`config.mk`:
```
export PLATFORM = sky130hd
export DESIGN_NAME = serial_addsub_unit
export DESIGN_NICKNAME = d
export VERILOG_FILES = /design/src/rtl/serial_addsub_unit.sv
export SDC_FILE = /design/constraint.sdc
export NUM_CORES = 1
export LEC_CHECK = 0
export BUFFER_PORTS_ARGS = -buffer_cell sky130_fd_sc_hd__buf_2
export CORE_MARGIN = 1
export CORE_UTILIZATION = 56
export DETAILED_ROUTE_END_ITERATION = 6
export HOLD_SLACK_MARGIN = 0.02
export PLACE_DENSITY = 0.78
export SLEW_MARGIN = 20
export SYNTH_ARGS = -nofsm -noshare
export SYNTH_HDL_FRONTEND = slang
export SYNTH_SLANG_ARGS = --single-unit
```
`constraint.sdc`:
```
create_clock -name clk -period 4.8 [get_ports clk]
set_input_delay 0.96 -clock clk [delete_from_list [all_inputs] [get_ports clk]]
set_output_delay 0.96 -clock clk [all_outputs]
set_load 0.1 [all_outputs]
```
`src/rtl/serial_addsub_unit.sv`:
```
// Digit-serial add/subtract unit: adds or subtracts two WIDTH-bit operands LSB-first,
// DIGIT bits per clock, through one ripple slice. Results and flags are behind a valid/ready handshake.
module serial_addsub_unit #(
  parameter int WIDTH = 32,
  parameter int DIGIT = 1
) (
  input  logic             clk,
  input  logic             rst,
  input  logic             in_valid,
  output logic             in_ready,
  input  logic [WIDTH-1:0] a,
  input  logic [WIDTH-1:0] b,
  input  logic             sub,
  input  logic             abort,
  output logic             out_valid,
  input  logic             out_ready,
  output logic [WIDTH-1:0] result,
  output logic             cout,
  output logic             ovf,
  output logic             zero
);

  localparam int NSTEPS = WIDTH / DIGIT;
  localparam int CNT_W  = (NSTEPS > 1) ? $clog2(NSTEPS) : 1;
  localparam logic [CNT_W-1:0] LAST_STEP = CNT_W'(NSTEPS - 1);

  if (WIDTH < 2 || DIGIT < 1 || (WIDTH % DIGIT) != 0) begin : g_param_check
    $error("serial_addsub_unit: WIDTH must be >= 2 and an exact multiple of DIGIT");
  end

  typedef enum logic [1:0] {
    IDLE = 2'd0,
    BUSY = 2'd1,
    DONE = 2'd2
  } state_e;

  state_e           state_q, state_d;
  logic [WIDTH-1:0] a_q, a_d;
  logic [WIDTH-1:0] b_q, b_d;
  logic             sub_q, sub_d;
  logic             a_msb_q, a_msb_d;
  logic             b_msb_q, b_msb_d;
  logic [CNT_W-1:0] cnt_q, cnt_d;
  logic [WIDTH-1:0] res_q, res_d;
  logic             cy_q, cy_d;
  logic             ovf_q, ovf_d;
  logic             zero_q, zero_d;

  logic [DIGIT-1:0] a_dig, b_dig, s_dig;
  logic             ripple_c;

  // Select the operand digit addressed by the step counter.
  always_comb begin
    a_dig = '0;
    b_dig = '0;
    for (int k = 0; k < NSTEPS; k++) begin
      if (cnt_q == CNT_W'(k)) begin
        a_dig = a_q[k*DIGIT +: DIGIT];
        b_dig = b_q[k*DIGIT +: DIGIT];
      end
    end
  end

  // One DIGIT-wide slice: full-adder ripple for add, borrow ripple for subtract.
  always_comb begin
    s_dig    = '0;
    ripple_c = cy_q;
    for (int i = 0; i < DIGIT; i++) begin
      s_dig[i] = a_dig[i] ^ b_dig[i] ^ ripple_c;
      if (sub_q) begin
        ripple_c = (~a_dig[i] & b_dig[i]) | (~(a_dig[i] ^ b_dig[i]) & ripple_c);
      end else begin
        ripple_c = (a_dig[i] & b_dig[i]) | ((a_dig[i] ^ b_dig[i]) & ripple_c);
      end
    end
  end

  assign in_ready  = (state_q == IDLE) && !abort && !rst;
  assign out_valid = (state_q == DONE);
  assign result    = res_q;
  assign cout      = cy_q;
  assign ovf       = ovf_q;
  assign zero      = zero_q;

  always_comb begin
    // NOTE: every next-state signal gets its hold value first so no path leaves it unassigned (no latch).
    state_d = state_q;
    a_d     = a_q;
    b_d     = b_q;
    sub_d   = sub_q;
    a_msb_d = a_msb_q;
    b_msb_d = b_msb_q;
    cnt_d   = cnt_q;
    res_d   = res_q;
    cy_d    = cy_q;
    ovf_d   = ovf_q;
    zero_d  = zero_q;

    unique case (state_q)
      IDLE: begin
        if (in_valid && in_ready) begin
          a_d     = a;
          b_d     = b;
          sub_d   = sub;
          a_msb_d = a[WIDTH-1];
          b_msb_d = b[WIDTH-1];
          cnt_d   = '0;
          res_d   = '0;
          cy_d    = 1'b0;
          state_d = BUSY;
        end
      end

      BUSY: begin
        if (abort) begin
          state_d = IDLE;
        end else begin
          for (int k = 0; k < NSTEPS; k++) begin
            if (cnt_q == CNT_W'(k)) begin
              res_d[k*DIGIT +: DIGIT] = s_dig;
            end
          end
          cy_d  = ripple_c;
          cnt_d = cnt_q + CNT_W'(1);
          if (cnt_q == LAST_STEP) begin
            // Flags are latched with the final digit so they stay stable through DONE.
            zero_d  = (res_d == '0);
            ovf_d   = sub_q ? ((a_msb_q != b_msb_q) && (res_d[WIDTH-1] != a_msb_q))
                            : ((a_msb_q == b_msb_q) && (res_d[WIDTH-1] != a_msb_q));
            state_d = DONE;
          end
        end
      end

      DONE: begin
        // abort outranks out_ready: an aborted result is never consumed.
        if (abort || out_ready) begin
          state_d = IDLE;
        end
      end

      default: state_d = IDLE;
    endcase
  end

  // NOTE: datapath registers are reset too, because result and flags must read 0 during reset.
  always_ff @(posedge clk or posedge rst) begin
    if (rst) begin
      state_q <= IDLE;
      a_q     <= '0;
      b_q     <= '0;
      sub_q   <= 1'b0;
      a_msb_q <= 1'b0;
      b_msb_q <= 1'b0;
      cnt_q   <= '0;
      res_q   <= '0;
      cy_q    <= 1'b0;
      ovf_q   <= 1'b0;
      zero_q  <= 1'b0;
    end else begin
      // NOTE: non-blocking assignments so every register samples pre-edge values.
      state_q <= state_d;
      a_q     <= a_d;
      b_q     <= b_d;
      sub_q   <= sub_d;
      a_msb_q <= a_msb_d;
      b_msb_q <= b_msb_d;
      cnt_q   <= cnt_d;
      res_q   <= res_d;
      cy_q    <= cy_d;
      ovf_q   <= ovf_d;
      zero_q  <= zero_d;
    end
  end

endmodule

```
==> flow_summary_export.csv, run 1 <==
group,metric,value,unit
status,status,"finished with violations",
status,violations,"design-rule violations",
clock_tree,postCtsHoldBufs,0,
setup_path,worstPathCellList,"inv_1, ha_1, nor4bb_1, nand3_1, a211oi_1, a2111oi_0, a211oi_1, o21ai_0, fa_1, o2111ai_1, a2111oi_0, nand4_1, o31ai_1",
timing,tightest_slew,0.8593,ns
place,globalplace.congestion,0.9558,
logic_synthesis,synth-async-reset-ratio,1.000,
detailed_routing,vias,5764,
pwr,peakVddDrop,0.2066,mV
timing,hold_violations,0,
timing,slew_headroom,0.4271,
place,io_buffers,106,
clock_tree,postCtsResizedCells,0,
global_route,grt_overflow,0,
die,die_h,104.8,um
detailed_routing,drtIter0Drc,527,
detailed_routing,wl_per_cell,19.12,um
clock_tree,cts_max_level,3,
clock_tree,cts_setup_buffers,0,
logic_synthesis,synthDistinctLibCells,63,
logic_synthesis,ys_seq_area_frac,0.4522,
logic_synthesis,synth_edf_count,0,
global_route,grt_pass1_vias,5510,
setup_path,crit_slowest_cell,"fa_1",
place,postPlaceCellArea,6540,um^2
global_route,grt_pass1_wl,29210,um
setup_path,rr_startpoint,"cnt_q[0]",
setup_path,crit_type,"register to register",
place,hpwlAfterDp,13050,um
final_layout,diodes,0,
setup_path,required,5.10,ns
die,fp.dieW,104.8,um
detailed_routing,antenna_left,0,
clock_tree,cts-root-buf,"clkbuf_8",
final_layout,nNetsFinal,882,
timing,timing.final.crit_share,0.9127,
setup_path,end_kind,"register",
flow_run,maxCapViolCount,0,
setup_path,arrival,4.68,ns
die,pin_count,107,
timing,skew,0.01000,ns
die,coreArea,10280,um^2
clock_tree,insertion_delay,0.38,ns
final_layout,layout_common_cells,"nand2_1, dfrtp_1, buf_2",
setup_path,worst-path-buf-inv,1,
clock_tree,cts_sinks,107,
pwr,p_leak,3.296,nW
setup_path,cp-startpoint,"cnt_q[0]",
die,num_rows,37,
final_layout,final_common_cell,"nand2_1",
clock_tree,cts_tree,"done",
detailed_routing,wirelength,18070,um
logic_synthesis,synthesis.area,5921,um^2
setup_path,slowest_delay,0.67,ns
global_route,grt_start_max_net_pins,78,
detailed_routing,first_pass_iters,7,
logic_synthesis,syn_area_per_cell,8.200,um^2
clock_tree,cts.path.max_buffers,2,
logic_synthesis,synth_top_flop_cell,"dfrtp_1",
timing,setup_tns,0,ns
detailed_routing,vias_per_cell,6.099,
timing,fmax,0.2283,GHz
setup_path,cp_max_fo,19,
timing,holdWs,0.4923,ns
logic_synthesis,synthesis.nets,800,
pwr,p_per_area,381.8,nW/um^2
timing,slew_viol_final,0,
final_layout,drive_gt1_frac,0.1904,
timing,period_minus_slack,4.381,ns
timing,rsz0062_at_grt,"no",
logic_synthesis,ys.warnings.count,0,
hold_path,hp-start,"a_q[3]",
clock_tree,clk_pin_slew,0.11,ns
clock_tree,cts_made_buffers,9,
logic_synthesis,yosysTopAreaCell,"dfrtp_1",
hold_path,hp-class,"register to register",
setup_path,startpoint_type,"register",
logic_synthesis,synth_cells,722,
final_layout,fin_area,6739,um^2
global_route,grtUsageTotal,0.3442,
logic_synthesis,synth_top_area_frac,0.4522,
timing,setup_viol,0,
detailed_routing,drc,2,
die,die_area,10990,um^2
die,initial_utilization,0.5761,
final_layout,area_delta_synth_final,13.82,%
global_route,antenna_found_initial,0,
setup_path,cp_top_family,"compound AO/OA/AOI/OAI gates",
logic_synthesis,synthTopCellsByArea,"dfrtp_1, nand2_1, o21ai_0",
logic_synthesis,synth_seq_cells,107,
==> worst reg2reg max path: stages (launching register included) <==
cell and delay [ns]:
dfrtp_1 0.45, inv_1 0.11, ha_1 0.64, nor4bb_1 0.56, nand3_1 0.17, a211oi_1 0.25
a2111oi_0 0.10, a211oi_1 0.26, o21ai_0 0.22, fa_1 0.67, o2111ai_1 0.14, a2111oi_0 0.38
nand4_1 0.14, o31ai_1 0.21
==> worst paths after layout <==
kind / endpoint / slack [ns] / cells past startpoint
worst max-delay path: zero / 0.42 / 13
worst min-delay path: a_q[3] / 0.49 / 2
worst max register to register: zero / 0.42 / 13
worst min register to register: a_q[3] / 0.49 / 2
max in group asynchronous: a_q[16] / 2.97 / 3
min in group asynchronous: state_q[1] / 0.74 / 2
==> final cells by class <==
class                           count  area [um^2]
Clock inverter                      7        75.07
Fill cell                         934         3538
Sequential cell                   107         2678
Clock buffer                        9        123.9
Timing Repair Buffer              121        655.6
Tap cell                          136        170.2
Multi-Input combinational cell    540         2940
Inverter                           25        96.34
==> cells in the mapped netlist (5+ instances only) <==
cell and n:
nand3_1 7, nand2b_1 12, nor3_1 8, nand4_1 9
and4b_1 6, nor4_1 8, a211oi_1 7, nand4b_1 7
buf_2 12, inv_1 25, ha_1 6, o22ai_1 8
a221oi_1 5, o21ai_0 73, a22o_1 15, nor2_1 49
nand2_1 215, dfrtp_1 107, clkbuf_1 30, a21oi_1 27
nor2b_1 8
==> flip-flops by register name, indices dropped and copies added (netlist names) <==
name	count
sub_q	1
b_q	32
cout	1
zero	1
state_q	2
ovf	1
cnt_q	5
a_q	32
result	32
==> per-layer routing <==
layer	vias up	track usage	share of wire
met4	0	0.1338	0.026
met5	-	0	0
met3	44	0.05303	0.089
li1	2667	-	-
met2	320	0.5132	0.44
met1	2733	0.5045	0.44
==> logic make-up after synthesis <==
family | Yosys count | share of synthesized area
simple gates | 355 | 0.2779
xor+xnor | 3 | 0.004439
fa+ha+maj | 8 | 0.01944
flops | 107 | 0.4522
compound gates | 170 | 0.1853
mux | 4 | 0.007396
buf+inv | 75 | 0.05325
==> stage by stage <==
step | total power [mW] | utilization | setup WS, ns | instances
after CTS | 2.561 | 0.6557 | 0.4892 | 945
after floorplan | 1.732 | - | 0.8670 | 722
after detailed placement | 1.997 | 0.6364 | 0.5283 | 929
after global routing | 2.705 | 0.6557 | 0.06456 | 945
after global placement | 1.976 | 0.6361 | 0.6381 | 929
final | 2.573 | 0.6557 | 0.4189 | 945
==> where the power goes <==
part	total [mW]	internal (mW)	switching (mW)
logic	0.860	0.288	0.572
registers	1.14	1.03	0.111
clock network	0.572	0.245	0.327
total	2.57	1.56	1.01
Note: power is estimated with default switching activity, not from simulation.
==> inputs of run 2 (changes only) <==
--- a/config.mk
+++ b/config.mk
@@ -6,11 +6,13 @@
 export NUM_CORES = 1
 export LEC_CHECK = 0
 export BUFFER_PORTS_ARGS = -buffer_cell sky130_fd_sc_hd__buf_2
+export CELL_PAD_IN_SITES_DETAIL_PLACEMENT = 1
+export CELL_PAD_IN_SITES_GLOBAL_PLACEMENT = 1
 export CORE_MARGIN = 1
-export CORE_UTILIZATION = 56
+export CORE_UTILIZATION = 42
 export DETAILED_ROUTE_END_ITERATION = 6
 export HOLD_SLACK_MARGIN = 0.02
-export PLACE_DENSITY = 0.78
+export PLACE_DENSITY = 0.79
 export SLEW_MARGIN = 20
 export SYNTH_ARGS = -nofsm -noshare
 export SYNTH_HDL_FRONTEND = slang
==> run 2 against run 1 <==
  * The flow now finishes without violations
  * Combinational power is 2% higher
  * Critical path depth is 3 lower
  * Utilization is 16 points lower
  * Routed wire length is 13% higher
  * Worst setup slack worse by 0.16 ns
  * Power is 9.7% higher
  * Die area is 33% higher
  * Non-clock buffer count is 1 lower
  * Largest power group unchanged
==> flow_summary_export.csv, run 2 (synthesized netlist as in run 1, its figures left out) <==
group,metric,value,unit
pwr,switching_share,0.3734,
detailed_routing,wl_per_cell,20.69,um
global_route,grtUsageTotal,0.2960,
place,globalplace.congestion,0.9379,
pwr,combPwrFrac,0.310,
detailed_routing,wirelength,20440,um
pwr,p_leak,3.338,nW
timing,slew_viol_final,0,
global_route,grt_pass1_wl,32810,um
hold_path,hp-class,"register to register",
clock_tree,cts.path.max_buffers,2,
setup_path,crit_path_frequent_cell,"o21ai_0",
timing,period_minus_slack,4.545,ns
pwr,p_per_area,408.6,nW/um^2
global_route,antenna_found_initial,0,
global_route,grt_overflow,0,
flow_run,maxCapViolCount,0,
die,die_area,14580,um^2
setup_path,worstPathCellList,"inv_1, ha_1, a21oi_1, o21ai_0, a2111oi_0, a211oi_1, o21ai_0, fa_1, nand2b_1, o21ai_0",
place,io_buffers,106,
final_layout,layout_common_cells,"nand2_1, dfrtp_1, buf_2",
timing,setup_tns,0,ns
detailed_routing,drc,0,
die,initial_utilization,0.4282,
clock_tree,cts_setup_buffers,0,
pwr,peakVddDrop,0.1789,mV
detailed_routing,vias_per_cell,5.938,
detailed_routing,antenna_left,0,
final_layout,nNetsFinal,881,
place,dp_cells,972,
setup_path,cp_max_fo,27,
die,num_rows,43,
final_layout,diodes,0,
setup_path,end_kind,"register",
setup_path,required,5.07,ns
timing,skew,0.01235,ns
final_layout,drive_gt1_frac,0.1906,
global_route,grt_start_max_net_pins,78,
detailed_routing,first_pass_iters,6,
timing,slew_headroom,0.3691,
global_route,grt_pass1_vias,5960,
clock_tree,cts_sinks,107,
place,hpwlAfterDp,14760,um
setup_path,slowest_delay,0.95,ns
timing,timing.final.crit_share,0.9469,
timing,hold_violations,0,
die,fp.dieW,120.7,um
pwr,power_frac_seq,0.409,
die,pin_count,107,
timing,fmax,0.2200,GHz
status,status,"finished clean",
clock_tree,cts_max_level,3,
timing,rsz0062_at_grt,"no",
detailed_routing,drtIter0Drc,578,
final_layout,area_delta_synth_final,16.61,%
clock_tree,cts_tree,"done",
final_layout,final_common_cell,"nand2_1",
pwr,intPower,1.768,mW
pwr,clockPowerShare,0.281,
clock_tree,insertion_delay,0.37,ns
timing,setup_viol,0,
setup_path,crit_type,"register to register",
setup_path,arrival,4.81,ns
setup_path,startpoint_type,"register",
pwr,p_sw,1.053,mW
clock_tree,cts_made_buffers,9,
final_layout,final_cells,988,
die,coreArea,13830,um^2
clock_tree,clk_pin_slew,0.08,ns
die,die_h,120.7,um
clock_tree,cts-root-buf,"clkbuf_16",
detailed_routing,vias,5867,
setup_path,crit_slowest_cell,"dfrtp_1",
timing,tightest_slew,0.9463,ns
[run 2: what timing repair did]
item	4_1_cts	5_1_grt
resized for setup	0	2
hold buffers	0	0
setup endpoints to repair	0	1
[run 2: worst paths after layout]
check                           startpoint         end  slack [ns]  depth (start not counted)
max in group asynchronous              rst      b_q[4]        2.99                          3
worst min register to register      a_q[3]      a_q[3]        0.48                          2
worst max-delay path              cnt_q[4]  result[22]        0.25                         10
worst min-delay path                a_q[3]      a_q[3]        0.48                          2
worst max register to register    cnt_q[4]  result[22]        0.25                         10
min in group asynchronous              rst         ovf        0.82                          2
[run 2: stage by stage]
step | cell area, um^2 | util | total power [mW] | setup slack [ns] | hold WS [ns]
detailed placement | 6585 | 0.4762 | 2.029 | 0.3012 | 0.4670
global placement | 6585 | 0.4762 | 1.994 | 0.5820 | 0.4659
CTS | 6899 | 0.4990 | 2.819 | 0.2373 | 0.4871
floorplan | 5927 | - | 1.732 | 0.8670 | 0.4369
global route | 6904 | 0.4993 | 2.951 | 0.006490 | 0.5196
finish | 6904 | 0.4993 | 2.821 | 0.2548 | 0.4810
[run 2: cell type report]
type | count | area (um^2)
tap | 180 | 225.2
clock buffer | 12 | 266.5
sequential | 107 | 2678
multi-input combinational | 540 | 2943
fill | 1700 | 6923
inverter | 25 | 96.34
timing repair buffer | 120 | 648.1
clock inverter | 4 | 47.55
[run 2: routing by layer]
layer / GRT usage / share of wire / up-vias
li1: - / - / 2658
met4: 0.1258 / 0.024 / 0
met2: 0.4573 / 0.46 / 235
met3: 0.03868 / 0.055 / 42
met5: 0 / 0 / -
met1: 0.4163 / 0.46 / 2932
[run 2: worst max-delay path: cells and delay by family, from the launching register on]
family | cells | cell delay, ns
compound gates | 6 | 1.71
fa+ha+maj | 2 | 0.99
flops | 1 | 0.95
simple gates | 1 | 0.48
buf+inv | 1 | 0.30
[run 2: power groups by stage]
stage	logic, mW	clock network (mW)	registers (mW)
floorplan	0.530	0	1.20
global placement	0.835	0	1.16
detailed placement	0.863	0	1.17
CTS	0.870	0.800	1.15
global route	0.952	0.834	1.17
finish	0.875	0.793	1.15
